## src/rtl/seq_square_q16_if.sv

```systemverilog
// Operand/result handshake bundle for the Q16.16 squarer.
// The master side issues operands and accepts results; the slave side is the squarer.
interface seq_square_q16_if #(
    parameter int WIDTH = 32
);
    logic             in_valid;
    logic             in_ready;
    logic [WIDTH-1:0] x;
    logic             out_valid;
    logic             out_ready;
    logic [WIDTH-1:0] result;
    logic             overflow;

    modport master (
        output in_valid, x, out_ready,
        input  in_ready, out_valid, result, overflow
    );

    modport slave (
        input  in_valid, x, out_ready,
        output in_ready, out_valid, result, overflow
    );
endinterface

```

## src/rtl/seq_square_q16.sv

```systemverilog
// Multi-cycle unsigned fixed-point squarer: result = floor(x*x >> FRAC), saturating,
// computed by shift-and-add one multiplier bit per clock with valid/ready on both sides.
module seq_square_q16 #(
    parameter int WIDTH = 32,
    parameter int FRAC  = 16
) (
    input  logic             clk,
    input  logic             rst_n,
    seq_square_q16_if.slave  sq
);
    localparam int CW = $clog2(WIDTH);

    typedef enum logic [1:0] {
        IDLE,
        CALC,
        DONE
    } state_t;

    state_t             state;
    logic [2*WIDTH-1:0] acc;
    logic [2*WIDTH-1:0] mcand;
    logic [WIDTH-1:0]   mplier;
    logic [CW-1:0]      count;

    logic [2*WIDTH-1:0] acc_sum;
    logic               sat;

    // NOTE: every signal driven from always_comb gets a default first so no latch is inferred.
    always_comb begin
        acc_sum = acc;
        if (mplier[0]) begin
            acc_sum = acc + mcand;
        end
    end

    // Anything at or above bit WIDTH+FRAC of the full product cannot fit in the result.
    assign sat = |acc_sum[2*WIDTH-1:WIDTH+FRAC];

    assign sq.in_ready = rst_n && (state == IDLE);

    // NOTE: state is updated with non-blocking assignments so every register samples pre-edge values.
    // NOTE: reset is synchronous; all datapath registers are cleared so nothing stale survives an abort.
    always_ff @(posedge clk) begin
        if (!rst_n) begin
            state        <= IDLE;
            acc          <= '0;
            mcand        <= '0;
            mplier       <= '0;
            count        <= '0;
            sq.out_valid <= 1'b0;
            sq.result    <= '0;
            sq.overflow  <= 1'b0;
        end else begin
            case (state)
                IDLE: begin
                    if (sq.in_valid) begin
                        mcand  <= {{WIDTH{1'b0}}, sq.x};
                        mplier <= sq.x;
                        acc    <= '0;
                        count  <= '0;
                        state  <= CALC;
                    end
                end

                CALC: begin
                    acc    <= acc_sum;
                    mcand  <= mcand << 1;
                    mplier <= mplier >> 1;
                    count  <= count + CW'(1);
                    if (count == CW'(WIDTH - 1)) begin
                        sq.out_valid <= 1'b1;
                        sq.overflow  <= sat;
                        sq.result    <= sat ? {WIDTH{1'b1}} : acc_sum[WIDTH+FRAC-1:FRAC];
                        state        <= DONE;
                    end
                end

                DONE: begin
                    if (sq.out_ready) begin
                        sq.out_valid <= 1'b0;
                        state        <= IDLE;
                    end
                end

                default: begin
                    state        <= IDLE;
                    sq.out_valid <= 1'b0;
                end
            endcase
        end
    end
endmodule
```

## src/flat_wrapper.sv

```systemverilog
// flat-port wrapper written by rule: the top's interface ports become plain ports
module seq_square_q16_flat 
#(
    parameter int WIDTH = 32,
    parameter int FRAC  = 16
)
  (clk, rst_n, sq_in_valid, sq_x, sq_out_ready, sq_in_ready, sq_out_valid, sq_result, sq_overflow);
  seq_square_q16_if #(.WIDTH(WIDTH)) sq_i ();
  input  logic clk;
  input  logic rst_n;
  input wire logic [$bits(sq_i.in_valid)-1:0] sq_in_valid;
  input wire logic [$bits(sq_i.x)-1:0] sq_x;
  input wire logic [$bits(sq_i.out_ready)-1:0] sq_out_ready;
  output wire logic [$bits(sq_i.in_ready)-1:0] sq_in_ready;
  output wire logic [$bits(sq_i.out_valid)-1:0] sq_out_valid;
  output wire logic [$bits(sq_i.result)-1:0] sq_result;
  output wire logic [$bits(sq_i.overflow)-1:0] sq_overflow;
  assign sq_i.in_valid = sq_in_valid;
  assign sq_i.x = sq_x;
  assign sq_i.out_ready = sq_out_ready;
  assign sq_in_ready = sq_i.in_ready;
  assign sq_out_valid = sq_i.out_valid;
  assign sq_result = sq_i.result;
  assign sq_overflow = sq_i.overflow;
  seq_square_q16 #(.WIDTH(WIDTH), .FRAC(FRAC)) u_core (.clk(clk), .rst_n(rst_n), .sq(sq_i));
endmodule
```

## config.mk

```make
export PLATFORM = sky130hd
export DESIGN_NAME = seq_square_q16_flat
export DESIGN_NICKNAME = d
export VERILOG_FILES = /design/src/rtl/seq_square_q16_if.sv /design/src/rtl/seq_square_q16.sv /design/src/flat_wrapper.sv
export SDC_FILE = /design/constraint.sdc
export NUM_CORES = 1
export LEC_CHECK = 0
export BUFFER_PORTS_ARGS = -buffer_cell sky130_fd_sc_hd__buf_4
export CORE_AREA = 4 4 140 176
export DETAILED_ROUTE_END_ITERATION = 8
export DIE_AREA = 0 0 144 180
export PLACE_DENSITY = 0.76
export SLEW_MARGIN = 30
export SYNTH_ARGS = -nofsm -noshare
export SYNTH_HDL_FRONTEND = slang
export SYNTH_SLANG_ARGS = --single-unit
export TNS_END_PERCENT = 30
```

## constraint.sdc

```tcl
create_clock -name clk -period 3.7 [get_ports clk]
set_clock_uncertainty 0.1 [all_clocks]
set_input_delay 0.74 -clock clk [delete_from_list [all_inputs] [get_ports clk]]
set_output_delay 0.74 -clock clk [all_outputs]
set_load 0.1 [all_outputs]
```

==> results list <==
- The first global-routing pass estimated 58,000 um of wire.
- Number of buffers added by the clock tree synthesis step: 21
* Leakage power summed over all cells: 6.01 nW
* Switching share of power: 0.252
- Of all flip-flops after synthesis, the portion carrying an async set or reset was 0.
- Via count: 12,100
- Post-placement setup slack: -0.0807 ns
* Max rail drop VDD: 0.361 mV
- Across all setup checks in the final design, the least slack found is -0.0267 ns.
- Synth Register Bits: 201
- The initialized floorplan defines 62 standard-cell rows.
- The synthesized design contains 0 enable-type register cells.
* Cell area after placement: 13,900 um^2
- Number of setup violations in the final report: 6
- DIE WIDTH: 144 um
* Number of nets with antenna violations after routing: 0
* CORE AREA: 22,900 um^2
- Clock slew at reported path FFs: 0.06 ns
- The internal power of the cells totals 3.97 mW.
- TritonCTS built the clock tree.
- Netlist Area Pre-Place: 12,700 um^2
- Detailed placement finished with a half-perimeter wire length of 26,200 um.
- In this run, post-CTS hold repair placed 0 buffers.
- Most common library cell in the layout ignoring fill and taps: buf_4
* ANT cells: 0
- Dividing the synthesized area by the synthesized cell count gives 8.09 um^2.
- Filler cell count in the final layout: 1,905
- After synthesis, the netlist uses 81 different library cells.
* P per Cell Area: 340 nW/um^2
* Hold violation total from the final report: 0
* Die Height: 180 um
* Clock Tree Root: clkbuf_16
- Relative contribution of sequential cells to total power: 0.434
- In the final layout, the share of cells above drive strength 1 is 0.265.
- The path class of the tightest hold or removal check is reg2reg.
- The number of pins with negative max-slew slack in the final report was 0.
- Of the total power, the clock network draws 0.439.
- Worst slew margin: 0.336
- The clock net in this run drives a total of 201 sinks.
- In the final routing, the length of wire on met1 measures 15,600 um.
* Average detailed-routed wire length per instance: 18.8 um
- Dominant register cell in the synthesized netlist: dfxtp_1
- The first detailed-routing pass ran for 7 iterations.
- Clock latency on the worst-skew pair, taken at its later pin, is 0.51 ns.
* Commonest cells after routing, fill and taps aside: buf_4 (194), dfxtp_1 (187), a21oi_1 (156)
* Number of H-tree levels: 1
* Number of antenna violations at the first check in global routing: 0
- No sink is reached through more buffers than the 3 on the longest clock path.
- Including well taps, the total number of placed cells is 1,915.
- The final reports fail on setup timing.
- Total non-filler cell area in the finished layout: 15,600 um^2
* Number of standard cells after synthesis: 1,566
- The worst setup path is captured at a flip-flop.
- CP required: 3.98 ns
* Ratio of routed vias to standard cells: 6.12
- Total Routed Length: 37,200 um
- At the worst endpoint, the arrival time is 4.01 ns.
- Summed over all nets, the switching power comes to 1.34 mW.
- Setup repair after global routing could not meet its margin everywhere.
- The net count of the finished layout is 1,782.
* Global placement routability congestion: 0.981
- The number of global-route vias before repair came to 11,500.
* Total of buffers placed on input and output ports: 70
- Static timing analysis puts the maximum clock frequency at 268 MHz.
* Smallest hold slack: 0.417 ns
* Layout area overhead: 23.3%
- The worst setup path is launched from a flip-flop.
- I/O pin count: 71
* Highest metal layer with signal wires: met4
- Of the total power, combinational logic draws 0.126.
* Detailed route wirelength on metal2: 18,600 um
- Across every metal layer, demand over resource in global routing totals 0.269.
- Fin crit share: 1.01
- Sequential cell area fraction in the yosys report: 0.318
- The critical path is of the reg2reg type.
- Largest driver fanout on the critical path: 7
- Synthesis warning total: 0
- For this configuration, the core starts out at a cell density of 0.553.
- Maximum number of pins on one net before global-route repair: 201
- The smallest clock period supported by the final layout is computed as 3.73 ns.
- Wire segments on met3 add up to 1460 um in the final route.
- The flow ran to the end, but the final reports show violations.
- Post-detailed-route DRC marker count: 0
- For the final routed database, the setup TNS stands at -0.0554 ns.
- The number of nets in the synthesized netlist is 1,668.
- Maximum capacitance violations: 0
- At the pin with the least slew margin, the transition time is 0.996 ns.
- Excluding fillers, the count of instances in the completed layout stands at 1,983.
- Overall die area: 25,900 um^2
- For this run the aggregate overflow at the end of global routing stands at 0.
- The detailed router finished its first iteration with 782 violations.
[metrics by stage]
stage	power [mW]	util
after floorplan	2.77	-
after global placement	2.94	0.607
after detailed placement	2.96	0.607
after CTS	5.28	0.647
after global routing	5.50	0.682
final	5.31	0.682
[per-layer routing]
layer | global-route usage | vias to the layer above
li1 | - | 5908
met5 | 0 | -
met4 | 0.105 | 0
met1 | 0.335 | 5831
met3 | 0.0303 | 91
met2 | 0.468 | 305
[worst max-delay path: stages (launching register included)]
cell and delay (ns):
dfxtp_1 0.33, ha_1 0.33, buf_4 0.16, a21oi_1 0.17, o21ai_0 0.14, a211oi_2 0.30
a21bo_1 0.18, nand2_1 0.12, a21boi_2 0.18, buf_4 0.15, o21ai_0 0.11, a311oi_2 0.36
and4b_1 0.27, nor4b_4 0.22, buf_6 0.21, clkbuf_16 0.19, a21oi_1 0.06
[cell families (layout without fill, tap and decap cells)]
logic type / count (synthesis) / after routing / share of synthesized area
AND/OR/NAND/NOR: 458 / 458 / 0.187
buffers and inverters: 186 / 315 / 0.0620
XOR/XNOR: 57 / 57 / 0.0400
AO/OA/AOI/OAI: 565 / 565 / 0.301
adder cells (fa/ha/maj): 66 / 66 / 0.0658
flip-flops: 201 / 201 / 0.318
multiplexers: 33 / 33 / 0.0265
[state kept, by name, summed over array words and instances, names as in the netlist]
| signal | flops |
|---|---|
| u_core.mcand | 64 |
| u_core.sq.result | 32 |
| u_core.mplier | 32 |
| u_core.sq.out_valid | 1 |
| u_core.sq.overflow | 1 |
| u_core.state | 2 |
| u_core.acc | 64 |
| u_core.count | 5 |
[power groups by stage]
stage / clock network [mW] / registers [mW] / logic [mW]
after floorplan: 0 / 2.32 / 0.453
after global placement: 0 / 2.34 / 0.607
after detailed placement: 0 / 2.34 / 0.615
after CTS: 2.36 / 2.29 / 0.624
after global routing: 2.46 / 2.31 / 0.729
final: 2.33 / 2.31 / 0.671
[cells in the mapped netlist (3+ instances only)]
master,instances,area (um^2)
clkbuf_1,79,297
xnor2_1,31,272
o21bai_1,9,67.6
o31ai_1,3,22.5
buf_2,19,95.1
mux2i_1,29,290
and2_1,37,231
o21a_1,11,82.6
nor2_1,101,379
nor3_1,21,105
a21boi_0,3,22.5
mux2_2,3,33.8
nor3b_1,3,22.5
a211oi_1,6,45.0
a21o_1,15,113
buf_6,7,78.8
buf_4,3,22.5
o221a_2,60,676
or3_1,5,31.3
and3_1,5,31.3
nand4_1,35,219
a21oi_2,25,219
o21ai_0,117,586
or2_2,3,18.8
xor2_1,25,219
a22oi_1,69,518
a31oi_1,10,62.6
o211ai_1,7,52.6
nand3_1,11,55.1
dfxtp_1,201,4020
a21oi_1,170,851
a211oi_2,3,37.5
o2111ai_1,4,35.0
inv_1,72,270
nand2_1,122,458
o21ai_1,21,105
ha_1,65,813
nor4_1,4,25.0
nand2b_1,14,87.6
nor2b_1,78,488
buf_1,6,22.5
[area by class of cell]
cell class	instances	area (um^2)	share of cell area
Multi-Input combinational cell	1179	8530	0.546
Sequential cell	201	4040	0.259
Timing Repair Buffer	205	1650	0.106
Clock buffer	25	561	0.0359
Tap cell	288	360	0.0231
Inverter	72	270	0.0173
Clock inverter	13	198	0.0127
[path summary, 6_finish.rpt]
check,startpoint,end,slack [ns],depth (start not counted)
setup / recovery,u_core.mcand[11],u_core.sq.result[1],-0.03,16
hold reg to reg,u_core.acc[40],u_core.acc[40],0.42,2
setup reg to reg,u_core.mcand[11],u_core.sq.result[1],-0.03,16
hold / removal,u_core.acc[40],u_core.acc[40],0.42,2
[timing repair]
| action | CTS | global route |
|---|---|---|
| gates cloned | 1 | 2 |
| buffers inserted | 2 | 25 |
| pin swaps | 5 | 54 |
| setup endpoints to repair | 28 | 35 |
| hold endpoints to repair | 0 | 0 |
| resized for setup | 21 | 105 |
Power figures use the tool's default switching activity.
